<file path="src/rtl/exe_hazard_ctrl.sv">
// exe_hazard_ctrl: pipeline hazard controller for the 5-stage core.
// Produces stall, flush and operand-forwarding selects from the ID, EXE and
// MEM stage status. It sequences load-use bubbles, data-memory wait states
// and redirect flushes, and it keeps saturating stall and flush counters.
module exe_hazard_ctrl #(
    parameter int LOAD_STALL_CYCLES = 1,
    parameter int CNT_W             = 32
) (
    input  logic             clk,
    input  logic             reset,
    input  logic [4:0]       id_rs1_idx_i,
    input  logic [4:0]       id_rs2_idx_i,
    input  logic             id_uses_rs1_i,
    input  logic             id_uses_rs2_i,
    input  logic [4:0]       ex_rd_idx_i,
    input  logic             ex_reg_write_en_i,
    input  logic             ex_is_load_i,
    input  logic [4:0]       mem_rd_idx_i,
    input  logic             mem_reg_write_en_i,
    input  logic             redirection_e_i,
    input  logic             dmem_req_i,
    input  logic             dmem_ready_i,
    output logic             stall_if_o,
    output logic             stall_id_o,
    output logic             stall_exe_o,
    output logic             stall_mem_o,
    output logic             flush_id_o,
    output logic             flush_exe_o,
    output logic [1:0]       fwd_rs1_sel_o,
    output logic [1:0]       fwd_rs2_sel_o,
    output logic [CNT_W-1:0] stall_cnt_o,
    output logic [CNT_W-1:0] flush_cnt_o
);

    typedef enum logic [1:0] {
        ST_RUN      = 2'd0,
        ST_LD_STALL = 2'd1,
        ST_MEM_WAIT = 2'd2
    } state_t;

    // Down-counter value loaded when a load-use hazard is detected; the
    // detect cycle itself is the first of the LOAD_STALL_CYCLES bubbles.
    localparam logic [2:0]       LD_INIT  = 3'(LOAD_STALL_CYCLES - 1);
    localparam logic [CNT_W-1:0] CNT_MAX  = {CNT_W{1'b1}};
    localparam logic [CNT_W-1:0] CNT_ONE  = CNT_W'(1);

    // Forwarding select: EXE result beats MEM/WB result, x0 never forwards,
    // and a load in EXE has no result yet so it cannot forward from EXE.
    function automatic logic [1:0] fwd_sel(
        input logic [4:0] idx,
        input logic [4:0] ex_rd,
        input logic       ex_we,
        input logic       ex_ld,
        input logic [4:0] mem_rd,
        input logic       mem_we
    );
        logic [1:0] sel;
        if (ex_we && (ex_rd != 5'd0) && (idx == ex_rd) && !ex_ld) begin
            sel = 2'b01;
        end else if (mem_we && (mem_rd != 5'd0) && (idx == mem_rd)) begin
            sel = 2'b10;
        end else begin
            sel = 2'b00;
        end
        return sel;
    endfunction

    state_t            r_state;
    state_t            w_state_nxt;
    logic              r_redir_pend;
    logic              w_redir_pend_nxt;
    logic [2:0]        r_ld_cnt;
    logic [2:0]        w_ld_cnt_nxt;
    logic [CNT_W-1:0]  r_stall_cnt;
    logic [CNT_W-1:0]  r_flush_cnt;

    logic              w_mw;
    logic              w_redir;
    logic              w_ldu;
    logic              w_stall_fe;
    logic              w_stall_be;
    logic              w_flush_id;
    logic              w_flush_exe;
    logic              w_flush_evt;
    logic [1:0]        w_fwd1;
    logic [1:0]        w_fwd2;

    assign w_mw    = dmem_req_i & ~dmem_ready_i;
    assign w_redir = redirection_e_i | r_redir_pend;
    assign w_ldu   = (r_state == ST_RUN) & ex_is_load_i & ex_reg_write_en_i &
                     (ex_rd_idx_i != 5'd0) &
                     ((id_uses_rs1_i & (id_rs1_idx_i == ex_rd_idx_i)) |
                      (id_uses_rs2_i & (id_rs2_idx_i == ex_rd_idx_i)));

    // Next-state and control decode; priority is mem-wait > redirect > load-use.
    always_comb begin
        w_state_nxt      = r_state;
        w_redir_pend_nxt = r_redir_pend;
        w_ld_cnt_nxt     = r_ld_cnt;
        w_stall_fe       = 1'b0;
        w_stall_be       = 1'b0;
        w_flush_id       = 1'b0;
        w_flush_exe      = 1'b0;
        w_flush_evt      = 1'b0;
        case (r_state)
            ST_RUN: begin
                if (w_mw) begin
                    w_stall_fe       = 1'b1;
                    w_stall_be       = 1'b1;
                    w_redir_pend_nxt = redirection_e_i;
                    w_state_nxt      = ST_MEM_WAIT;
                end else if (w_redir) begin
                    // Redirect wins; a same-cycle load-use is wrong-path.
                    w_flush_id       = 1'b1;
                    w_flush_exe      = 1'b1;
                    w_flush_evt      = 1'b1;
                    w_redir_pend_nxt = 1'b0;
                end else if (w_ldu) begin
                    w_stall_fe   = 1'b1;
                    w_flush_exe  = 1'b1;
                    w_ld_cnt_nxt = LD_INIT;
                    if (LD_INIT == 3'd0) begin
                        w_state_nxt = ST_RUN;
                    end else begin
                        w_state_nxt = ST_LD_STALL;
                    end
                end else begin
                    w_state_nxt = ST_RUN;
                end
            end
            ST_LD_STALL: begin
                if (w_mw) begin
                    w_stall_fe       = 1'b1;
                    w_stall_be       = 1'b1;
                    w_redir_pend_nxt = redirection_e_i;
                    w_state_nxt      = ST_MEM_WAIT;
                end else if (w_redir) begin
                    // Redirect aborts the bubble sequence.
                    w_flush_id       = 1'b1;
                    w_flush_exe      = 1'b1;
                    w_flush_evt      = 1'b1;
                    w_redir_pend_nxt = 1'b0;
                    w_ld_cnt_nxt     = 3'd0;
                    w_state_nxt      = ST_RUN;
                end else begin
                    w_stall_fe   = 1'b1;
                    w_flush_exe  = 1'b1;
                    w_ld_cnt_nxt = r_ld_cnt - 3'd1;
                    if (r_ld_cnt <= 3'd1) begin
                        w_state_nxt = ST_RUN;
                    end else begin
                        w_state_nxt = ST_LD_STALL;
                    end
                end
            end
            ST_MEM_WAIT: begin
                if (w_mw) begin
                    w_stall_fe       = 1'b1;
                    w_stall_be       = 1'b1;
                    w_redir_pend_nxt = r_redir_pend | redirection_e_i;
                    w_state_nxt      = ST_MEM_WAIT;
                end else if (w_redir) begin
                    // First non-wait cycle: replay the redirect held during the wait.
                    w_flush_id       = 1'b1;
                    w_flush_exe      = 1'b1;
                    w_flush_evt      = 1'b1;
                    w_redir_pend_nxt = 1'b0;
                    w_state_nxt      = ST_RUN;
                end else begin
                    w_redir_pend_nxt = 1'b0;
                    w_state_nxt      = ST_RUN;
                end
            end
            default: begin
                w_redir_pend_nxt = 1'b0;
                w_ld_cnt_nxt     = 3'd0;
                w_state_nxt      = ST_RUN;
            end
        endcase
    end

    assign w_fwd1 = fwd_sel(id_rs1_idx_i, ex_rd_idx_i, ex_reg_write_en_i,
                            ex_is_load_i, mem_rd_idx_i, mem_reg_write_en_i);
    assign w_fwd2 = fwd_sel(id_rs2_idx_i, ex_rd_idx_i, ex_reg_write_en_i,
                            ex_is_load_i, mem_rd_idx_i, mem_reg_write_en_i);

    // Controls are forced quiet while reset is held.
    assign stall_if_o    = w_stall_fe  & ~reset;
    assign stall_id_o    = w_stall_fe  & ~reset;
    assign stall_exe_o   = w_stall_be  & ~reset;
    assign stall_mem_o   = w_stall_be  & ~reset;
    assign flush_id_o    = w_flush_id  & ~reset;
    assign flush_exe_o   = w_flush_exe & ~reset;
    assign fwd_rs1_sel_o = reset ? 2'b00 : w_fwd1;
    assign fwd_rs2_sel_o = reset ? 2'b00 : w_fwd2;
    assign stall_cnt_o   = r_stall_cnt;
    assign flush_cnt_o   = r_flush_cnt;

    // State, pending-redirect flag and bubble down-counter registers.
    always_ff @(posedge clk) begin
        if (reset) begin
            r_state      <= ST_RUN;
            r_redir_pend <= 1'b0;
            r_ld_cnt     <= 3'd0;
        end else begin
            r_state      <= w_state_nxt;
            r_redir_pend <= w_redir_pend_nxt;
            r_ld_cnt     <= w_ld_cnt_nxt;
        end
    end

    // Saturating count of cycles in which the front end is stalled.
    always_ff @(posedge clk) begin
        if (reset) begin
            r_stall_cnt <= '0;
        end else if (stall_if_o && (r_stall_cnt != CNT_MAX)) begin
            r_stall_cnt <= r_stall_cnt + CNT_ONE;
        end else begin
            r_stall_cnt <= r_stall_cnt;
        end
    end

    // Saturating count of redirect flush events.
    always_ff @(posedge clk) begin
        if (reset) begin
            r_flush_cnt <= '0;
        end else if (w_flush_evt && (r_flush_cnt != CNT_MAX)) begin
            r_flush_cnt <= r_flush_cnt + CNT_ONE;
        end else begin
            r_flush_cnt <= r_flush_cnt;
        end
    end

endmodule

</file>
<file path="config.mk">
export PLATFORM = sky130hd
export DESIGN_NAME = exe_hazard_ctrl
export DESIGN_NICKNAME = d
export VERILOG_FILES = /design/src/rtl/exe_hazard_ctrl.sv
export SDC_FILE = /design/constraint.sdc
export NUM_CORES = 1
export LEC_CHECK = 0
export ABC_CLOCK_PERIOD_IN_PS = 2860
export BUFFER_PORTS_ARGS = -buffer_cell sky130_fd_sc_hd__clkbuf_2
export CAP_MARGIN = 20
export CELL_PAD_IN_SITES_DETAIL_PLACEMENT = 1
export CELL_PAD_IN_SITES_GLOBAL_PLACEMENT = 1
export CORE_MARGIN = 5
export CORE_UTILIZATION = 40
export CTS_BUF_LIST = sky130_fd_sc_hd__clkbuf_8
export CTS_CLUSTER_SIZE = 12
export DETAILED_ROUTE_END_ITERATION = 10
export GPL_TIMING_DRIVEN = 0
export PLACE_DENSITY = 0.9
export RECOVER_POWER = 25
export SYNTH_ARGS = -nofsm -noshare
export SYNTH_HDL_FRONTEND = slang
export SYNTH_SLANG_ARGS = --single-unit
</file>
<file path="constraint.sdc">
create_clock -name clk -period 2.86 [get_ports clk]
set_input_delay 0.572 -clock clk [delete_from_list [all_inputs] [get_ports clk]]
set_output_delay 0.572 -clock clk [all_outputs]
set_load 0.1 [all_outputs]
</file>
==> impl_metrics.csv <==
group,metric,value,unit
sta,period_needed,2762,ps
floorplanning,die_h,107.4,um
global_routing,gr-max-usage-layer,"met2",
synth,synth_flop_cell,"dfxtp_1",
setup_path,r2r_end,"flush_cnt_o[11]",
pwr,powerDensity,475.5,mW/mm^2
clocking,hold_buffers,0,
job,cap_violations,0,
setup_path,crit_path_start_kind,"primary input",
synth,async_flop_share,0,
setup_path,rr_startpoint,"flush_cnt_o[24]",
sta,slew_violations,0,
setup_path,crit_family,"buffers and inverters",
setup_path,criticalPathCategory,"primary input to output port",
synth,synth_top_area_share,0.3693,
drt,drt_iter0_drc,109,
drt,routed-via-count,3890,
clocking,clk_latency,360,ps
drt,vias_per_cell,5.494,
pwr,peakVddDrop,277.2,uV
global_routing,antenna_found_initial,0,
synth,synth_cell_type_count,60,
setup_path,crit_chain,"clkbuf_2 > clkbuf_1 > nor3b_1 > nand4_1 > a21oi_2 > clkbuf_2",
status,status,"completed",
setup_path,crit_path_max_incr_delay,470,ps
synth,yosysTopAreaCell,"dfxtp_1",
drt,route.detailed.drc,0,
setup_path,critPathRequiredTime,2290,ps
place,portBuffers,103,
sta,fin_crit_sh,0.9659,
finish,stdcell_count,708,
drt,wl,12.59,mm
global_routing,grt_pass1_vias,4154,
place,post_dp_cell_area,0.004543,mm^2
worst_hold_path,hold_class,"flip-flop to flip-flop",
synth,ys_seq_elements,70,
worst_hold_path,holdPathStages,1,
setup_path,reg2regPathDepth,7,
synth,postSynthCellCount,455,
floorplanning,io_pins,104,
synth,synthesis.area,0.003795,mm^2
finish,final_area,0.004848,mm^2
sta,final-hold-violation-count,0,
clocking,cts-htree-levels,3,
synth,ys_warn_count,0,
floorplanning,die_w,107.4,um
setup_path,path_buf_inv,3,
clocking,tritoncts,"yes",
setup_path,path_common_cell,"clkbuf_2",
synth,synth_edf_count,0,
global_routing,grt_usage,0.2239,
finish,syn2layout_area_growth,27.76,%
finish,fin_nets,607,
floorplanning,die_area,0.01153,mm^2
floorplanning,initial_core_util,0.4107,
sta,fin_hold_ws,495.2,ps
floorplanning,core_region_area,0.009240,mm^2
clocking,cts_root_buffer,"clkbuf_8",
setup_path,crit_path_max_fanout,10,
sta,setup-violations-final,0,
global_routing,grtUsageMet2,0.4200,
clocking,clkSlewWorstSetupHoldPaths,70,ps
sta,fmax,362.0,MHz
clocking,clock_tree.buffer_depth,2,
finish,final_cell_mix,"clkbuf_2 (72), dfxtp_1 (70), nor2_1 (61)",
global_routing,grt_overflow,0,
pwr,p_total,2306,uW
synth,synthTopCellsByArea,"dfxtp_1 (37%), xnor2_1 (7.4%), nor2_1 (6.2%)",
drt,drtPass1Iterations,4,
sta,finClkSkew,14.50,ps
place,dp_hpwl,9.275,mm
place,dp.cells,687,
synth,ys_seq_area_frac,0.3693,
finish,diodes,0,
global_routing,grt_pass1_wl,20.64,mm
synth,syn-mean-instance-area,8.340,um^2
global_routing,use_met3,0.04859,
sta,worst_slew_pin_slew,1206,ps
clocking,cts_made_buffers,9,
place,place_congestion,0.8325,
global_routing,grt_max_degree,14,
sta,rsz0062_at_grt,"no",
synth,synth_nets,488,
drt,wl_per_cell,17.78,um
finish,drive_gt1_frac,0.2297,
sta,fin_setup_tns,0,ps
setup_path,crit_slowest_cell,"clkbuf_2",
finish,mostFrequentLayoutCell,"clkbuf_2",
setup_path,r2r_slack,380,ps
setup_path,crit_arrival,2190,ps
worst_hold_path,min_to,"r_ld_cnt[1]",
clocking,cts_sinks,70,
global_routing,met1_usage,0.2484,
sta,slew_headroom,0.1996,
setup_path,end_kind,"output port",
drt,ant_nets,0,
pwr,leakagePower,0.001800,uW
floorplanning,fp-row-count,35,
worst_hold_path,min_from,"r_ld_cnt[1]",
[what timing repair did]
action | 4_1_cts | 5_1_grt
setup buffers | 0 | 5
pin swaps | 0 | 2
cloned | 0 | 0
gates resized for setup | 7 | 6
setup endpoints to repair | 5 | 3
[Yosys cell counts, drive strengths merged, types with 5 or more instances]
library cell,count
dfxtp,70
nor2,63
nand2,33
xnor2,32
a21oi,26
nand4,23
o21ai,23
nand3,22
xor2,21
or3,18
and3,12
clkbuf,10
and4,9
buf,9
and2,7
inv,7
nor2b,7
nor3,6
mux2i,5
nand2b,5
[state kept, by name (all words and copies together) (netlist names)]
signal        count
flush_cnt_o      32
r_redir_pend      1
r_state           2
r_ld_cnt          3
stall_cnt_o      32
[logic make-up (layout without fill, tap and decap cells)]
kind of cell	Yosys count	in the layout	synth area share
xor+xnor	53	53	0.1223
mux	9	9	0.02506
buf+inv	26	150	0.03528
fa+ha+maj	3	3	0.009892
compound gates	72	72	0.1217
simple gates	222	222	0.3165
flops	70	70	0.3693
[per-layer routing]
layer / wire length (um) / vias to the layer above
li1: - / 1855
met1: 5163 / 1922
met2: 6671 / 96
met3: 529 / 17
met4: 225 / 0
met5: 0 / -
[power breakdown]
| group | switching, uW | total (uW) | leakage, uW | internal, uW |
|---|---|---|---|---|
| Clock | 414 | 1090 | 0.000134 | 672 |
| Sequential | 7.66 | 986 | 0.000564 | 979 |
| Combinational | 166 | 234 | 0.00110 | 67.9 |
| Total | 587 | 2310 | 0.00180 | 1720 |
[through the flow]
stage	worst slack, ps	util
final	97.50	0.5247
after CTS	9.864	0.5238
after global routing	2.869	0.5247
after global placement	-89.00	0.4917
after detailed placement	-121.5	0.4917
after floorplan	-241.3	-
[cell type report]
type | count | area [um^2]
clock buffer | 9 | 123.9
tap | 129 | 161.4
multi-input combinational | 359 | 2342
sequential | 70 | 1401
buffer | 19 | 108.9
clock inverter | 7 | 146.4
timing repair buffer | 108 | 538.0
inverter | 7 | 26.28
fill | 1179 | 4392
[worst register-to-register path, cell delays in order (launching register included)]
cell and delay [ps]:
dfxtp_1 450, and4_1 330, nand4_1 250, o41ai_2 730
nor2_1 170, and4_1 260, xnor2_1 130, nor2_1 50
[worst max path at each step]
| stage | cells past startpoint | slack (ps) | end | startpoint |
|---|---|---|---|---|
| CTS | 9 | 10 | flush_exe_o | ex_rd_idx_i[2] |
| detailed placement | 8 | -120 | stall_if_o | ex_rd_idx_i[0] |
| global route | 8 | 3 | stall_if_o | ex_rd_idx_i[1] |
| floorplan | 4 | -240 | fwd_rs1_sel_o[1] | ex_rd_idx_i[1] |
| finish | 6 | 100 | fwd_rs2_sel_o[1] | reset |
| global placement | 9 | -90 | flush_exe_o | ex_rd_idx_i[1] |
No activity file was read; power rests on OpenSTA's default activity.
